`src/rtl/reg_array_arbiter_pkg.sv`:
```
// rtl/reg_array_arbiter_pkg.sv - state encoding and default sizes for the shared register-array arbiter
package reg_array_arbiter_pkg;

   localparam int STATE_W    = 2;
   localparam int DEF_DATA_W = 32;
   localparam int DEF_ADDR_W = 2;

   // Encoding 3 is HOLD only when REGARB_LOCK_EN is defined; otherwise it recovers to ARB
   typedef enum logic [STATE_W-1:0] {
      ST_ARB     = 2'd0,
      ST_ACCESS  = 2'd1,
      ST_RELEASE = 2'd2,
      ST_HOLD    = 2'd3
   } state_e;

endpackage

```
`src/rtl/reg_array_arbiter_rr_pick.sv`:
```
// rtl/reg_array_arbiter_rr_pick.sv - two-way round-robin picker with its last_grant flop
module regarb_rr_pick (
   input  logic clk,
   input  logic reset,
   input  logic req0,
   input  logic req1,
   input  logic advance,
   output logic grant_valid,
   output logic grant_idx
);

   logic last_grant_q;
   logic last_grant_d;

   // Pick the lone requester, or on a tie the port that was not served last
   always_comb begin
      grant_valid  = req0 | req1;
      grant_idx    = (req0 && req1) ? ~last_grant_q : (req1 & ~req0);
      last_grant_d = last_grant_q;
      if (advance && grant_valid) begin
         last_grant_d = grant_idx;
      end
   end

   // Remember the last served port; starts at 1 so port 0 wins the first tie
   always_ff @(posedge clk or negedge reset) begin
      if (!reset) begin
         last_grant_q <= 1'b1;
      end else begin
         last_grant_q <= last_grant_d;
      end
   end

endmodule

```
`src/rtl/reg_array_arbiter.sv`:
```
// rtl/reg_array_arbiter.sv - two-port arbiter in front of a DEPTH x DATA_W register array (optional REGARB_LOCK_EN)
module reg_array_arbiter
   import reg_array_arbiter_pkg::*;
#(
   parameter int DATA_W = DEF_DATA_W,
   parameter int ADDR_W = DEF_ADDR_W
) (
   input  logic               clk,
   input  logic               reset,
   input  logic               req0,
   input  logic               req1,
   input  logic               we0,
   input  logic               we1,
   input  logic [ADDR_W-1:0]  addr0,
   input  logic [ADDR_W-1:0]  addr1,
   input  logic [DATA_W-1:0]  wdata0,
   input  logic [DATA_W-1:0]  wdata1,
`ifdef REGARB_LOCK_EN
   input  logic               lock0,
   input  logic               lock1,
`endif
   output logic               ack0,
   output logic               ack1,
   output logic [DATA_W-1:0]  rdata0,
   output logic [DATA_W-1:0]  rdata1,
   output logic               busy,
   output logic [STATE_W-1:0] state
);

   localparam int DEPTH = 2 ** ADDR_W;

   state_e              state_q;
   logic                ack0_q, ack1_q;
   logic [DATA_W-1:0]   rdata0_q, rdata1_q;
   logic                hold_idx_q;
   logic                hold_we_q;
   logic [ADDR_W-1:0]   hold_addr_q;
   logic [DATA_W-1:0]   hold_wdata_q;
   logic [DATA_W-1:0]   mem_q [DEPTH];

   logic                grant_valid, grant_idx;
   logic                sel_idx, sel_we;
   logic [ADDR_W-1:0]   sel_addr;
   logic [DATA_W-1:0]   sel_wdata;

   regarb_rr_pick u_pick (
      .clk         (clk),
      .reset       (reset),
      .req0        (req0),
      .req1        (req1),
      .advance     (state_q == ST_ARB),
      .grant_valid (grant_valid),
      .grant_idx   (grant_idx)
   );

   // Route the chosen port's request fields: the arbiter's pick, or the locked owner while in HOLD
   always_comb begin
      sel_idx   = (state_q == ST_HOLD) ? hold_idx_q : grant_idx;
      sel_we    = sel_idx ? we1    : we0;
      sel_addr  = sel_idx ? addr1  : addr0;
      sel_wdata = sel_idx ? wdata1 : wdata0;
   end

   // Sequencer: arbitrate, perform the single array access, then pulse the winner's ack
   always_ff @(posedge clk or negedge reset) begin
      if (!reset) begin
         state_q      <= ST_ARB;
         ack0_q       <= 1'b0;
         ack1_q       <= 1'b0;
         rdata0_q     <= '0;
         rdata1_q     <= '0;
         hold_idx_q   <= 1'b0;
         hold_we_q    <= 1'b0;
         hold_addr_q  <= '0;
         hold_wdata_q <= '0;
         for (int i = 0; i < DEPTH; i++) begin
            mem_q[i] <= '0;
         end
      end else begin
         ack0_q <= 1'b0;
         ack1_q <= 1'b0;
         case (state_q)
            ST_ARB: begin
               if (grant_valid) begin
                  hold_idx_q   <= sel_idx;
                  hold_we_q    <= sel_we;
                  hold_addr_q  <= sel_addr;
                  hold_wdata_q <= sel_wdata;
                  state_q      <= ST_ACCESS;
               end
            end
            ST_ACCESS: begin
               if (hold_we_q) begin
                  mem_q[hold_addr_q] <= hold_wdata_q;
               end else if (hold_idx_q) begin
                  rdata1_q <= mem_q[hold_addr_q];
               end else begin
                  rdata0_q <= mem_q[hold_addr_q];
               end
               ack0_q  <= ~hold_idx_q;
               ack1_q  <= hold_idx_q;
               state_q <= ST_RELEASE;
            end
            ST_RELEASE: begin
`ifdef REGARB_LOCK_EN
               state_q <= (hold_idx_q ? lock1 : lock0) ? ST_HOLD : ST_ARB;
`else
               state_q <= ST_ARB;
`endif
            end
            default: begin
`ifdef REGARB_LOCK_EN
               // HOLD: the lock owner re-enters ACCESS directly, skipping arbitration
               if ((hold_idx_q ? req1 : req0) && (hold_idx_q ? lock1 : lock0)) begin
                  hold_we_q    <= sel_we;
                  hold_addr_q  <= sel_addr;
                  hold_wdata_q <= sel_wdata;
                  state_q      <= ST_ACCESS;
               end else begin
                  state_q <= ST_ARB;
               end
`else
               state_q <= ST_ARB;
`endif
            end
         endcase
      end
   end

   assign ack0   = ack0_q;
   assign ack1   = ack1_q;
   assign rdata0 = rdata0_q;
   assign rdata1 = rdata1_q;
   assign busy   = (state_q != ST_ARB);
   assign state  = state_q;

endmodule

```
`config.mk`:
```
export PLATFORM = sky130hd
export DESIGN_NAME = reg_array_arbiter
export DESIGN_NICKNAME = d
export VERILOG_FILES = /design/src/rtl/reg_array_arbiter_pkg.sv /design/src/rtl/reg_array_arbiter_rr_pick.sv /design/src/rtl/reg_array_arbiter.sv
export SDC_FILE = /design/constraint.sdc
export NUM_CORES = 1
export LEC_CHECK = 0
export ABC_CLOCK_PERIOD_IN_PS = 1780
export CAP_MARGIN = 20
export CELL_PAD_IN_SITES_DETAIL_PLACEMENT = 0
export CELL_PAD_IN_SITES_GLOBAL_PLACEMENT = 1
export CORE_MARGIN = 3
export CORE_UTILIZATION = 40
export CTS_BUF_LIST = sky130_fd_sc_hd__clkbuf_8 sky130_fd_sc_hd__clkbuf_16
export DETAILED_ROUTE_END_ITERATION = 10
export PLACE_DENSITY_LB_ADDON = 0.1
export SYNTH_ARGS = -nofsm -noshare
export SYNTH_HDL_FRONTEND = slang
export SYNTH_HIERARCHICAL = 1
export SYNTH_SLANG_ARGS = --single-unit
```
`constraint.sdc`:
```
create_clock -name clk -period 1.78 [get_ports clk]
set_input_delay 0.534 -clock clk [delete_from_list [all_inputs] [get_ports clk]]
set_output_delay 0.534 -clock clk [all_outputs]
set_load 0.005 [all_outputs]
```
-- Word level (Yosys, flattened, before mapping)
Index checks and enable logic that the tools add are counted.
- bitwise gates (word level): 7
- reduce and logical (&&, ||, !) cells: 9
- multiplexer cells: 15
- equal/unequal tests: 3
- $lt $le $gt $ge: 2
- operators by type and width (kind ; count):
    128-bit bitwise mux ; 1
    32-bit two-way mux ; 4
    32-bit binary-select mux with 2-bit select ; 1
    32-bit demux with 2-bit select ; 1
    3-bit AND reduction ; 2
    1-bit two-way mux ; 5
    2-bit two-way mux ; 2
    1-bit NOT ; 4
    2-bit one-hot mux with 2 select lines ; 1
    2-bit AND reduction ; 2
    3-bit greater-or-equal comparator (second input constant) ; 1
    1-bit logical AND ; 3
    3-bit by 1-bit < comparator with 1-bit output (second input constant) ; 1
    2-bit NOT with 3-bit output ; 1
    2-bit by 1-bit == test with 1-bit output (second input constant) ; 1
    2-bit == test (second input constant) ; 1
    2-bit logical NOT ; 1
    2-bit != test (second input constant) ; 1
    2-bit nonzero test ; 1
    1-bit AND ; 1
    1-bit OR ; 1
- bits in registers: 233
- word-level logic and storage cells: 50
- input port bits: 74

-- Longest topological paths before layout
Gate-level depths: netlist of run 1.
- depth after elaboration: 6
- depth in mapped cells: 7

-- Cells and area by module
Netlist of run 1, hierarchy kept.
- modules (own cells, without submodules) (module ; instances ; area each (µm²) ; cells an instance):
    reg_array_arbiter ; 1 ; 9920.8 ; 665
    regarb_rr_pick ; 1 ; 51.3 ; 5

-- Worst setup path after synthesis of run 1
No wires, ideal clock.
- kind: input-to-reg
- start: input port req1
- end: register hold_addr_q[0]
- arrival: 1.591 ns
- setup time: 0.082 ns
- path slack: 0.107 ns
- stages: 5
- data required time: 1.698 ns
- buffers on the path: 1
- cells stage by stage: a21boi_0 > a21boi_1 > clkbuf_1 > o21ai_0 > a31oi_1
- cells in the longest elaborated chain, start to end: 4
- elaborated cells on any way between the ends: 7
- RTL lines (item ; line ; RTL):
    from (decl) ; reg_array_arbiter.sv:11 ; input logic req1,
    1-bit AND / 1-bit logical AND (equally long branches) ; reg_array_arbiter_rr_pick.sv:18 ; grant_idx = (req0 && req1) ? ~last_grant_q : (req1 & ~req0);
    1-bit two-way mux ; reg_array_arbiter_rr_pick.sv:18 ;
    1-bit two-way mux ; reg_array_arbiter.sv:58 ; sel_idx = (state_q == ST_HOLD) ? hold_idx_q : grant_idx;
    2-bit two-way mux ; reg_array_arbiter.sv:60 ; sel_addr = sel_idx ? addr1 : addr0;
    to (signal assigned) ; reg_array_arbiter.sv:87 ; hold_addr_q <= sel_addr;
    to (decl) ; reg_array_arbiter.sv:37 ; logic [ADDR_W-1:0] hold_addr_q;
Parallel ways exist; a longest one is shown, timed or not.
A chain may end at the register's enable or synchronous reset.

-- Worst setup path after layout of run 1
- start: register state_q[1], in the netlist state[1]
- end: register mem_q[122] in the netlist's numbering
- cells in the longest elaborated chain, start to end: 2
- RTL lines (item ; line ; RTL):
    from (decl) ; reg_array_arbiter.sv:32 ; state_e state_q;
    from (signal assigned) ; reg_array_arbiter.sv:67 ; state_q <= ST_ARB;
    from (signal assigned) ; reg_array_arbiter.sv:89 ; state_q <= ST_ACCESS;
    from (signal assigned) ; reg_array_arbiter.sv:102 ; state_q <= ST_RELEASE;
    2-bit by 1-bit == test with 1-bit output ; reg_array_arbiter.sv:82 ; case (state_q)
    2-bit AND reduction (no source line) ; - ;
    to (signal, indexed assignment) ; reg_array_arbiter.sv:94 ; mem_q[hold_addr_q] <= hold_wdata_q;
    to (decl) ; reg_array_arbiter.sv:39 ; logic [DATA_W-1:0] mem_q [DEPTH];
Every way passes these cells.

==> impl_metrics.py, run 1 <==
metrics = {
    "yosys": {
        "netlist_instances": 670,
        "synth-seq-cells": 233,
        "netlist_area_um2": 9970,
        "yosys_warnings": 6,
        "yosysSeqAreaShare": 0.585,
        "avgSynthCellArea_um2": 14.9,
        "ys_types": 33,
        "synth_nets": 744,
    },
    "drt": {
        "route.vias.total": 6375,
        "drc": 0,
        "wl_per_cell_um": 21.5,
        "wl_mm": 25.8,
        "drtAntennaViolNets": 0,
        "drt_iter0_drc": 330,
        "via_per_inst": 5.30,
        "first_pass_iters": 4,
    },
    "critical_path": {
        "crit_fanout": 10,
        "arrival_ns": 2.24,
        "slowest_delay_ns": 0.39,
        "cp.required_ns": 2.17,
        "endpoint_kind": "flop",
        "worstSetupPathDepth": 6,
        "cp_cell_sequence": "buf_6, nand2b_4, nor4b_4, buf_6, buf_12, mux2_2",
        "critPathKind": "flop to flop",
        "critPathSlowestCell": "dfrtp_1",
        "crit_top_cell": "buf_6",
        "reg2reg_depth": 6,
        "start_kind": "flop",
        "path_buf_inv": 3,
        "critPathTopFamily": "buffers and inverters",
    },
    "floorplanning": {
        "core_um2": 24400,
        "num_rows": 57,
        "dieArea_um2": 26900,
        "die_width_um": 164,
        "initial_utilization": 0.409,
        "die_h_um": 164,
        "io-pin-count": 143,
    },
    "job": {
        "drv_cap": 0,
    },
    "clock_tree": {
        "root_buffer": "clkbuf_16",
        "clkTransAtPathRegs_ns": 0.06,
        "cts_tree": "done",
        "clock_latency_ns": 0.52,
        "cts_buffer_depth": 3,
        "cts.sinks": 233,
        "cts.htree.levels": 1,
        "numCtsBuffers": 26,
    },
    "sta": {
        "timing.setup.tns_ns": -1.89,
        "worst_slew_margin_rel": 0.743,
        "max_freq_mhz": 541,
        "setup_viol": 69,
        "period_share": 1.04,
        "setup_ws_ns": -0.0668,
        "hold_viol": 0,
        "clock_skew_ns": 0.0207,
        "rsz0062_at_grt": "true",
        "drv_slew": 0,
        "worst_pin_slew_ns": 0.386,
        "post-route-min-period_ns": 1.85,
    },
    "global_routing": {
        "overflow": 0,
        "met1_usage": 0.257,
        "grt_max_degree": 65,
        "antenna_found_initial": 0,
        "grt_pass1_vias": 6729,
        "grt_usage": 0.181,
        "grt_pass1_wl_mm": 37.9,
        "grt_util_met2": 0.292,
        "met3_usage": 0.0282,
        "busiest_layer": "met2",
    },
    "placement": {
        "pre_cts_slack_ns": -0.473,
        "gp_congestion": 0.761,
        "dp_cells": 1131,
        "dp_hpwl_mm": 16.4,
        "port_buffers": 142,
    },
    "power_and_ir_drop": {
        "clock_power_share": 0.210,
        "seqPwrFrac": 0.386,
        "switching_power_mw": 7.73,
        "switching_share": 0.305,
        "leakagePower_nw": 6.00,
        "powerDensity_nw_per_um2": 1870,
        "pwr-share-comb": 0.404,
        "p_int_mw": 17.6,
        "vdd_drop_max_mv": 0.768,
    },
    "worst_hold_path": {
        "min_path_type": "input port to asynchronous set/reset pin",
    },
    "final_layout": {
        "drive_above_1_share": 0.407,
        "n_antenna_cell": 0,
        "synthToLayoutAreaGrowth_pct": 36.3,
        "final_cells": 1203,
        "final_cell_mix": "dfrtp_1 (229), mux2_2 (105), mux2_4 (87)",
        "layout_commonest_cell": "dfrtp_1",
        "nets": 937,
    },
    "outcome": {
        "status": "finished, violations left",
        "violations": "setup timing",
    },
}
[cells by family (layout without fill, tap and decap cells)]
kind of cell,count (synthesis),after routing,synth area share
buffers and inverters,53,262,0.0274
flip-flops,233,233,0.585
AND/OR/NAND/NOR,84,84,0.0432
AO/OA/AOI/OAI,75,75,0.0432
multiplexers,225,225,0.302
[synth_stat cells (all sizes together)]
master | number | area, µm²
dfrtp | 232 | 5810
and4b | 1 | 10.0
a21oi | 1 | 5.00
nor3 | 1 | 10.0
a21bo | 1 | 10.0
nand2b | 1 | 13.8
nor4b | 1 | 23.8
nor2 | 37 | 139
mux4 | 32 | 721
and2 | 1 | 6.26
a21boi | 2 | 15.0
clkbuf | 24 | 91.3
or2 | 1 | 6.26
inv | 2 | 7.50
buf | 27 | 174
dfstp | 1 | 26.3
mux2 | 193 | 2290
nand4 | 1 | 6.26
o21ai | 35 | 175
and3 | 1 | 6.26
nand3 | 36 | 180
nand4b | 1 | 8.76
nor3b | 2 | 20.0
a31oi | 36 | 225
[per-stage QoR]
stage	instance area [µm²]	utilization	hold slack, ns	total power [mW]
floorplan	9970	-	0.238	15.1
global placement	12200	0.500	0.379	19.0
detailed placement	12200	0.500	0.380	19.5
CTS	13000	0.535	0.434	24.6
global route	13600	0.557	0.455	26.9
finish	13600	0.557	0.450	25.4
[worst paths after layout]
path	start	to	slack [ns]
max in group asynchronous	reset	mem_q[89]	0.72
setup reg to reg	state[1]	mem_q[122]	-0.07
setup / recovery	state[1]	mem_q[122]	-0.07
hold reg to reg	mem_q[111]	mem_q[111]	0.50
min in group clk	mem_q[111]	mem_q[111]	0.50
hold / removal	reset	rdata0[0]	0.45
[cell type report]
cell class / count / area (µm²)
tap: 324 / 405
clock buffer: 33 / 758
multi-input combinational: 384 / 4130
timing repair buffer: 216 / 2350
inverter: 2 / 10.0
fill: 1995 / 10800
sequential: 233 / 5840
clock inverter: 11 / 105
[registers in the layout (all words and copies together), names as in the netlist, named ones only]
name,flops
mem_q,128
hold_wdata_q,32
rdata0,32
rdata1,32
hold_addr_q,2
state,2
ack0,1
ack1,1
hold_we_q,1
u_pick/last_grant_q,1
[per-layer routing]
metal  wire length (µm)  vias to the layer above
li1                   -                     2862
met1              12100                     3315
met2              12300                      160
met3               1060                       38
met4                441                        0
met5                  0                        -
[power by group through the flow]
stage | combinational, mW | clock, mW | sequential (mW)
6_report | 10.2 | 5.33 | 9.78
3_5_place_dp | 9.65 | 0 | 9.85
5_1_grt | 11.0 | 5.70 | 10.2
4_1_cts | 9.33 | 5.48 | 9.75
3_3_place_gp | 9.41 | 0 | 9.59
2_1_floorplan | 5.87 | 0 | 9.24
[timing repair]
action / 4_1_cts / 5_1_grt
hold endpoints to repair: 13 / 0
setup endpoints to repair: 69 / 132
gates cloned: 0 / 10
buffers inserted: 8 / 10
pin swaps: 2 / 4
hold buffers: 1 / 0
resized for setup: 84 / 79
(Power assumes the default switching activity.)
==> run 2, diff against run 1 <==
HOLD_SLACK_MARGIN = 0.02   (was default)
==> results of run 2 <==
The final DEF is identical to that of run 1; final timing and power are the same.
